<file path="config.mk">
export PLATFORM = sky130hd
export DESIGN_NAME = mem_arbiter
export DESIGN_NICKNAME = d
export VERILOG_FILES = /design/src/rtl/mem_arbiter.sv
export SDC_FILE = /design/constraint.sdc
export NUM_CORES = 1
export LEC_CHECK = 0
export CELL_PAD_IN_SITES_DETAIL_PLACEMENT = 1
export CELL_PAD_IN_SITES_GLOBAL_PLACEMENT = 1
export CORE_AREA = 2 2 213 215
export CTS_CLUSTER_SIZE = 28
export DETAILED_ROUTE_END_ITERATION = 8
export DIE_AREA = 0 0 215 217
export PLACE_DENSITY = 0.63
export SLEW_MARGIN = 5
export SYNTH_ARGS = -nofsm -noshare
export SYNTH_HDL_FRONTEND = slang
export SYNTH_SLANG_ARGS = --single-unit
</file>
<file path="constraint.sdc">
create_clock -name clk -period 1.7 [get_ports clk]
set_clock_uncertainty 0.1 [all_clocks]
set_input_delay 0.255 -clock clk [delete_from_list [all_inputs] [get_ports clk]]
set_output_delay 0.255 -clock clk [all_outputs]
set_load 0.02 [all_outputs]
</file>
<file path="src/rtl/mem_arbiter.sv">
// Two-requester arbiter sharing one memory port between instruction fetch and load/store.
// One transaction in flight at a time; LS has priority, bounded by an IF anti-starvation counter.
module mem_arbiter #(
  parameter int ADDR_W     = 64,
  parameter int DATA_W     = 64,
  parameter int STARVE_MAX = 4
) (
  input  logic                clk,
  input  logic                rst,
  input  logic                if_req,
  input  logic [ADDR_W-1:0]   if_addr,
  output logic                if_gnt,
  output logic                if_rvalid,
  output logic [DATA_W-1:0]   if_rdata,
  input  logic                ls_req,
  input  logic                ls_we,
  input  logic [ADDR_W-1:0]   ls_addr,
  input  logic [DATA_W-1:0]   ls_wdata,
  input  logic [DATA_W/8-1:0] ls_wmask,
  output logic                ls_gnt,
  output logic                ls_rvalid,
  output logic [DATA_W-1:0]   ls_rdata,
  output logic                mem_req,
  output logic                mem_we,
  output logic [ADDR_W-1:0]   mem_addr,
  output logic [DATA_W-1:0]   mem_wdata,
  output logic [DATA_W/8-1:0] mem_wmask,
  input  logic                mem_gnt,
  input  logic                mem_rvalid,
  input  logic [DATA_W-1:0]   mem_rdata,
  output logic                busy
);

  localparam logic [3:0] STARVE_LIM = 4'(STARVE_MAX);

  typedef enum logic {
    ST_IDLE = 1'b0,
    ST_WAIT = 1'b1
  } state_e;

  typedef enum logic [1:0] {
    OWN_NONE = 2'd0,
    OWN_IF   = 2'd1,
    OWN_LS   = 2'd2
  } owner_e;

  state_e     state_r;
  state_e     state_nxt_s;
  owner_e     owner_r;
  owner_e     owner_nxt_s;
  owner_e     sel_s;
  logic [3:0] starve_cnt_r;
  logic [3:0] starve_nxt_s;
  logic       accept_s;

  // Requester selection: LS first unless IF has waited through STARVE_MAX LS grants
  always_comb begin
    sel_s = OWN_NONE;
    if (if_req && (!ls_req || (starve_cnt_r == STARVE_LIM))) begin
      sel_s = OWN_IF;
    end else if (ls_req) begin
      sel_s = OWN_LS;
    end else begin
      sel_s = OWN_NONE;
    end
  end

  assign accept_s = (state_r == ST_IDLE) && (sel_s != OWN_NONE) && mem_gnt;

  // State, owner and starvation counter registers
  always_ff @(posedge clk or posedge rst) begin
    if (rst) begin
      state_r      <= ST_IDLE;
      owner_r      <= OWN_NONE;
      starve_cnt_r <= 4'd0;
    end else begin
      state_r      <= state_nxt_s;
      owner_r      <= owner_nxt_s;
      starve_cnt_r <= starve_nxt_s;
    end
  end

  // Next-state logic; the counter only moves on an accepted grant
  always_comb begin
    state_nxt_s  = state_r;
    owner_nxt_s  = owner_r;
    starve_nxt_s = starve_cnt_r;
    case (state_r)
      ST_IDLE: begin
        if (accept_s) begin
          state_nxt_s = ST_WAIT;
          owner_nxt_s = sel_s;
          if (sel_s == OWN_IF) begin
            starve_nxt_s = 4'd0;
          end else if (if_req) begin
            starve_nxt_s = (starve_cnt_r >= STARVE_LIM) ? STARVE_LIM : starve_cnt_r + 4'd1;
          end else begin
            starve_nxt_s = 4'd0;
          end
        end else begin
          state_nxt_s = ST_IDLE;
        end
      end
      ST_WAIT: begin
        if (mem_rvalid) begin
          state_nxt_s = ST_IDLE;
          owner_nxt_s = OWN_NONE;
        end else begin
          state_nxt_s = ST_WAIT;
        end
      end
      default: begin
        state_nxt_s = ST_IDLE;
        owner_nxt_s = OWN_NONE;
      end
    endcase
  end

  // Output decode; everything is forced low while reset is held
  always_comb begin
    if_gnt    = 1'b0;
    ls_gnt    = 1'b0;
    if_rvalid = 1'b0;
    ls_rvalid = 1'b0;
    if_rdata  = {DATA_W{1'b0}};
    ls_rdata  = {DATA_W{1'b0}};
    mem_req   = 1'b0;
    mem_we    = 1'b0;
    mem_addr  = {ADDR_W{1'b0}};
    mem_wdata = {DATA_W{1'b0}};
    mem_wmask = {(DATA_W/8){1'b0}};
    busy      = 1'b0;
    if (rst) begin
      busy = 1'b0;
    end else begin
      case (state_r)
        ST_IDLE: begin
          case (sel_s)
            OWN_IF: begin
              mem_req  = 1'b1;
              mem_addr = if_addr;
              if_gnt   = mem_gnt;
            end
            OWN_LS: begin
              mem_req   = 1'b1;
              mem_we    = ls_we;
              mem_addr  = ls_addr;
              mem_wdata = ls_wdata;
              mem_wmask = ls_wmask;
              ls_gnt    = mem_gnt;
            end
            default: begin
              mem_req = 1'b0;
            end
          endcase
        end
        ST_WAIT: begin
          busy = 1'b1;
          // A store ack also returns mem_rdata; the LSU ignores it
          if (mem_rvalid && (owner_r == OWN_IF)) begin
            if_rvalid = 1'b1;
            if_rdata  = mem_rdata;
          end else if (mem_rvalid && (owner_r == OWN_LS)) begin
            ls_rvalid = 1'b1;
            ls_rdata  = mem_rdata;
          end else begin
            busy = 1'b1;
          end
        end
        default: begin
          busy = 1'b0;
        end
      endcase
    end
  end

  mem_arbiter_checker #(.DATA_W(DATA_W)) u_checker (
    .clk       (clk),
    .rst       (rst),
    .if_gnt    (if_gnt),
    .ls_gnt    (ls_gnt),
    .if_rvalid (if_rvalid),
    .ls_rvalid (ls_rvalid),
    .if_rdata  (if_rdata),
    .ls_rdata  (ls_rdata),
    .mem_req   (mem_req),
    .mem_gnt   (mem_gnt),
    .busy      (busy)
  );

endmodule

// Protocol invariants for the arbiter outputs.
module mem_arbiter_checker #(
  parameter int DATA_W = 64
) (
  input logic              clk,
  input logic              rst,
  input logic              if_gnt,
  input logic              ls_gnt,
  input logic              if_rvalid,
  input logic              ls_rvalid,
  input logic [DATA_W-1:0] if_rdata,
  input logic [DATA_W-1:0] ls_rdata,
  input logic              mem_req,
  input logic              mem_gnt,
  input logic              busy
);

  a_gnt_exclusive: assert property (@(posedge clk) disable iff (rst) !(if_gnt && ls_gnt));
  a_rvalid_exclusive: assert property (@(posedge clk) disable iff (rst) !(if_rvalid && ls_rvalid));
  a_gnt_needs_handshake: assert property (@(posedge clk) disable iff (rst)
    (if_gnt || ls_gnt) |-> (mem_req && mem_gnt));
  a_no_req_when_busy: assert property (@(posedge clk) disable iff (rst) busy |-> !mem_req);
  a_if_rdata_quiet: assert property (@(posedge clk) disable iff (rst)
    !if_rvalid |-> (if_rdata == {DATA_W{1'b0}}));
  a_ls_rdata_quiet: assert property (@(posedge clk) disable iff (rst)
    !ls_rvalid |-> (ls_rdata == {DATA_W{1'b0}}));

endmodule
</file>
### Yosys cells after proc, flatten, opt, wreduce, memory -nomap -nowiden

Cells that the tools add are included.

| storage, ports and cells | value |
|---|---|
| bits of input ports | 271 |
| bits in writable memories | 0 |
| latch bits | 0 |
| memories | 0 |
| bits in registers | 7 |
| bits in read-only memories | 0 |
| output and inout port bits | 271 |

| cells by class | value |
|---|---|
| div/mod/pow operators | 0 |
| $add $sub $neg | 1 |
| bitwise operators | 1 |
| eq/ne operators | 7 |
| multiply operators | 0 |
| $lt $le $gt $ge | 1 |
| shifts and indexed selects | 0 |
| reductions and logical operators | 11 |
| multiplexer cells | 48 |

Operators by type and width:

| operator | number |
|---|---|
| two-way mux 64 bit | 12 |
| case mux 64 bit (2 select lines) | 1 |
| two-way mux 8 bit | 3 |
| two-way mux 1 bit | 23 |
| two-way mux 4 bit | 3 |
| two-way mux 2 bit | 4 |
| logical AND 1 bit | 5 |
| adder 4 x 1 -> 4 bit, second input constant | 1 |
| equality test 2 x 1 -> 1 bit, second input constant | 2 |
| equality test 2 bit, second input constant | 2 |
| equality test 4 x 3 -> 1 bit, second input constant | 1 |
| greater-or-equal comparator 4 x 3 -> 1 bit, second input constant | 1 |
| inequality test 2 bit, second input constant | 2 |
| case mux 2 bit (2 select lines) | 1 |
| AND reduction 2 bit | 2 |
| case mux 1 bit (2 select lines) | 1 |
| nonzero test 2 bit | 1 |
| OR reduction 2 bit | 1 |
| logical NOT 1 bit | 1 |
| logical OR 1 bit | 1 |
| NOT 1 bit | 1 |

### Logic depth before layout (Yosys ltp)

| logic depth | value |
|---|---|
| word-level depth | 9 |
| gate-level depth with buffers | 7 |
| gate-level depth less buffers | 5 |

### Worst setup path before layout

Ideal clock, no wire load.

| timing path | value |
|---|---|
| path type | register -> output |
| start point | register starve_cnt_r[0] |
| end point | output port mem_addr[35] |
| slack | -0.152 ns |
| data arrival time | 1.497 ns |
| stages on the path, launching flop included | 8 |
| cells stage by stage | dfrtp_1 -> inv_1 -> ha_1 -> nand3b_1 -> a21oi_2 -> buf_4 -> buf_2 -> a32o_1 |

| between the ends | value |
|---|---|
| word-level cells in the longest chain between the ends | 8 |

Ends and longest elaborated chain:

| element | RTL line | RTL |
|---|---|---|
| from (decl) | 52 | `logic [3:0] starve_cnt_r;` |
| from (signal assigned) | 79 | `starve_cnt_r <= starve_nxt_s;` |
| equality test 4 x 3 -> 1 bit * | 59 | `if (if_req && (!ls_req \|\| (starve_cnt_r == STARVE_LIM))) begin` |
| logical OR 1 bit * | 59 |  |
| logical AND 1 bit * | 59 |  |
| two-way mux 2 bit * | 59 |  |
| equality test 2 bit / equality test 2 x 1 -> 1 bit (equally long branches) | 138 | `case (sel_s)` |
| case mux 64 bit (2 select lines) * | 138 |  |
| two-way mux 64 bit * | 136 | `case (state_r)` |
| two-way mux 64 bit * | 133 | `if (rst) begin` |
| to (decl) | 25 | `output logic [ADDR_W-1:0] mem_addr,` |

Every way passes the cells marked *; elsewhere a longest branch is shown, timed or not.

### Worst setup path after layout

| timing path | value |
|---|---|
| start point | register starve_cnt_r[1] |
| end point | output port mem_addr[2] |

Same word-level chain as after synthesis.

==> out/results.ini <==
[logic_synthesis]
synth_top_area_cell=and3_1
synth_area_sq_mm=0.00321
syn_nets=717
synth-edff-count=0
synthCells=444
synthArstFlopShare_pct=100
synthTopCellsByArea=and3_1 27%, and2_1 25%, a32o_1 20%
synth_flop_cell=dfrtp_1
synth_top_area_share_pct=27.1
postSynthAreaPerCell_sq_um=7.22
yosys_warnings=0
netlist-cell-type-count=34
ys_ff_latch=7
ys_seq_area_share_pct=5.46

[critical_path]
endpoint_kind=output pin
crit_arrival_ns=2.07
crit_chain=inv_1, ha_2, nand3b_1, buf_4, a21oi_4, buf_4, buf_16, a32o_2, buf_6
cp_num_buf_inv=5
slowest_stage=dfrtp_1
startpoint=starve_cnt_r[1]
required_ns=1.34
crit_fanout=24
cp-start-kind=register
cpMostUsedCell=buf_4
max_stage_delay_ns=0.38
timing.rr.start=starve_cnt_r[1]
critPathKind=reg2out
cp_top_family=buffers and inverters

[floorplanning]
die_h_um=217
fp-row-count=78
die_w_um=215
dieArea_sq_mm=0.0467
io_pins=542
coreArea_sq_mm=0.0447
initial_utilization_pct=7.17

[grt]
antenna_found_initial=13
grt_pass1_wl_um=42100
grt_pass1_vias=6212
grt-ovfl-total=0
grt_usage_pct=12.0
grt_max_degree=56

[layout]
n_fill_cell=5215
mostFrequentLayoutCells=265 x clkdlybuf4s50_1, 211 x buf_6, 115 x buf_4
drive_gt1_share_pct=61.1
fin_util_pct=25.7
layout.nets=1339
fin_area_sq_mm=0.0115
final_common_cell=clkdlybuf4s50_1
area_growth_pct=259

[sta]
hold_ws_ns=0.230
hold_viol_final=0
rsz0062_at_grt=true
clock.fmax_mhz=412
period_minus_slack_ns=2.43
tightest_slew_ns=0.327
setup_violations=272
worst_slack_ns=-0.726
drv_slew=0
min_period_over_period_pct=143
max-slew-margin-rel_pct=78.1

[run_status]
violations=negative setup slack
status=complete, but fails checks

[cts]
tritoncts=built
cts_max_level=1
cts_root_buf=clkbuf_16
path_clk_slew_ns=0.04
numCtsBuffers=3
clockBufferDepth=2
clk_latency_ns=0.23
cts.sinks=7

[route]
wirelength_met1_um=13000
initialDrtViolationCount=166
drt_pass1_iterations=4
route.detailed.drc=0
via_per_inst=3.71
wl_per_cell_um=21.0
antenna_left=0
wl_um=35200
wl_met2_um=19400
dr_total_vias=6202
wl_met3_um=2190
top_layer_used=met5

[placement]
portBuffers=541
dp_hpwl_um=26200
gp_congestion=0.837
placed_area_sq_mm=0.00993

[worst_hold_path]
hold_path_class=in2async

[power_and_ir_drop]
pwr-share-seq_pct=6.3
switching_share_pct=37.3
p_per_area_mw_per_mm2=292
leakagePower_nw=5.65
p_total_mw=3.36
peakVddDrop_v=0.000254
p_sw_mw=1.25
p_clk_share_pct=11.8
comb_power_share_pct=81.9
p_int_mw=2.11

[job]
maxCapViolCount=0

[power by group through the flow]
stage | clock, mW | sequential, mW | combinational (mW)
3_3_place_gp | 0 | 0.214 | 2.33
3_5_place_dp | 0 | 0.216 | 2.35
4_1_cts | 0.402 | 0.215 | 2.31
2_1_floorplan | 0 | 0.203 | 0.920
6_report | 0.396 | 0.212 | 2.75
5_1_grt | 0.416 | 0.214 | 2.90
[layout make-up]
| cell class | count | area [sq um] | area share [%] |
|---|---|---|---|
| timing repair buffer | 683 | 7250 | 63.0 |
| multi-input combinational | 364 | 3200 | 27.8 |
| tap | 600 | 751 | 6.53 |
| antenna | 8 | 20.0 | 0.174 |
| sequential | 7 | 176 | 1.53 |
| clock buffer | 4 | 78.8 | 0.686 |
| inverter | 7 | 26.3 | 0.229 |
[logic make-up (layout without fill, tap and decap cells)]
kind of cell             Yosys count  in the layout  share of synthesized area, %
AND/OR/NAND/NOR                  284            284                          56.1
AO/OA/AOI/OAI                     77             77                          22.9
buffers and inverters             73            694                          14.4
flip-flops                         7              7                          5.46
adder cells (fa/ha/maj)            2              2                         0.781
multiplexers                       1              1                         0.351
other                              0              8                             0
[cells in the mapped netlist, drive strengths merged (2+ instances only)]
master,n
and3,139
and2,129
a32o,64
buf,37
clkbuf,29
dfrtp,7
inv,7
nor2,5
o21ai,5
ha,2
nand3b,2
nor3,2
[worst register-to-register path, stage by stage, from the launching register on]
cell	delay [ns]
dfrtp_1	0.38
inv_1	0.07
ha_2	0.17
nand3b_1	0.13
o21a_4	0.33
clkbuf_16	0.20
buf_8	0.12
a31o_2	0.23
[routing by layer]
metal / track usage [%] / vias to the layer above
met4: 3.86 / 8
li1: - / 2892
met3: 2.73 / 31
met1: 12.6 / 2948
met2: 23.6 / 323
met5: 0 / -
[final timing paths]
path	end	slack [ns]	depth (start not counted)
hold / removal	starve_cnt_r[3]	0.23	3
hold reg to reg	starve_cnt_r[3]	0.53	2
max in group asynchronous	state_r	1.03	3
min in group clk	starve_cnt_r[2]	0.42	4
setup / recovery	mem_addr[2]	-0.73	9
setup reg to reg	owner_r[1]	-0.16	7
[metrics by stage]
step           setup slack [ns]  TNS [ns]  cells
2_1_floorplan            -0.124    -11.36    444
3_3_place_gp              -1.12   -243.12   1584
3_5_place_dp              -1.11   -247.95   1584
4_1_cts                  -0.755   -150.42   1598
5_1_grt                  -0.788   -148.78   1670
6_report                 -0.726   -131.70   1673
[sequential cells by signal, summed over array words and instances, names as in the netlist]
| register | count |
|---|---|
| owner_r | 2 |
| starve_cnt_r | 4 |
| state_r | 1 |
[repair_timing]
item,in CTS,in global routing
pin swaps,9,50
buffers inserted,7,49
resized for setup,827,852
setup endpoints to repair,277,277
hold buffers,0,0
cloned,4,19
No activity file was read; power rests on OpenSTA's default activity.
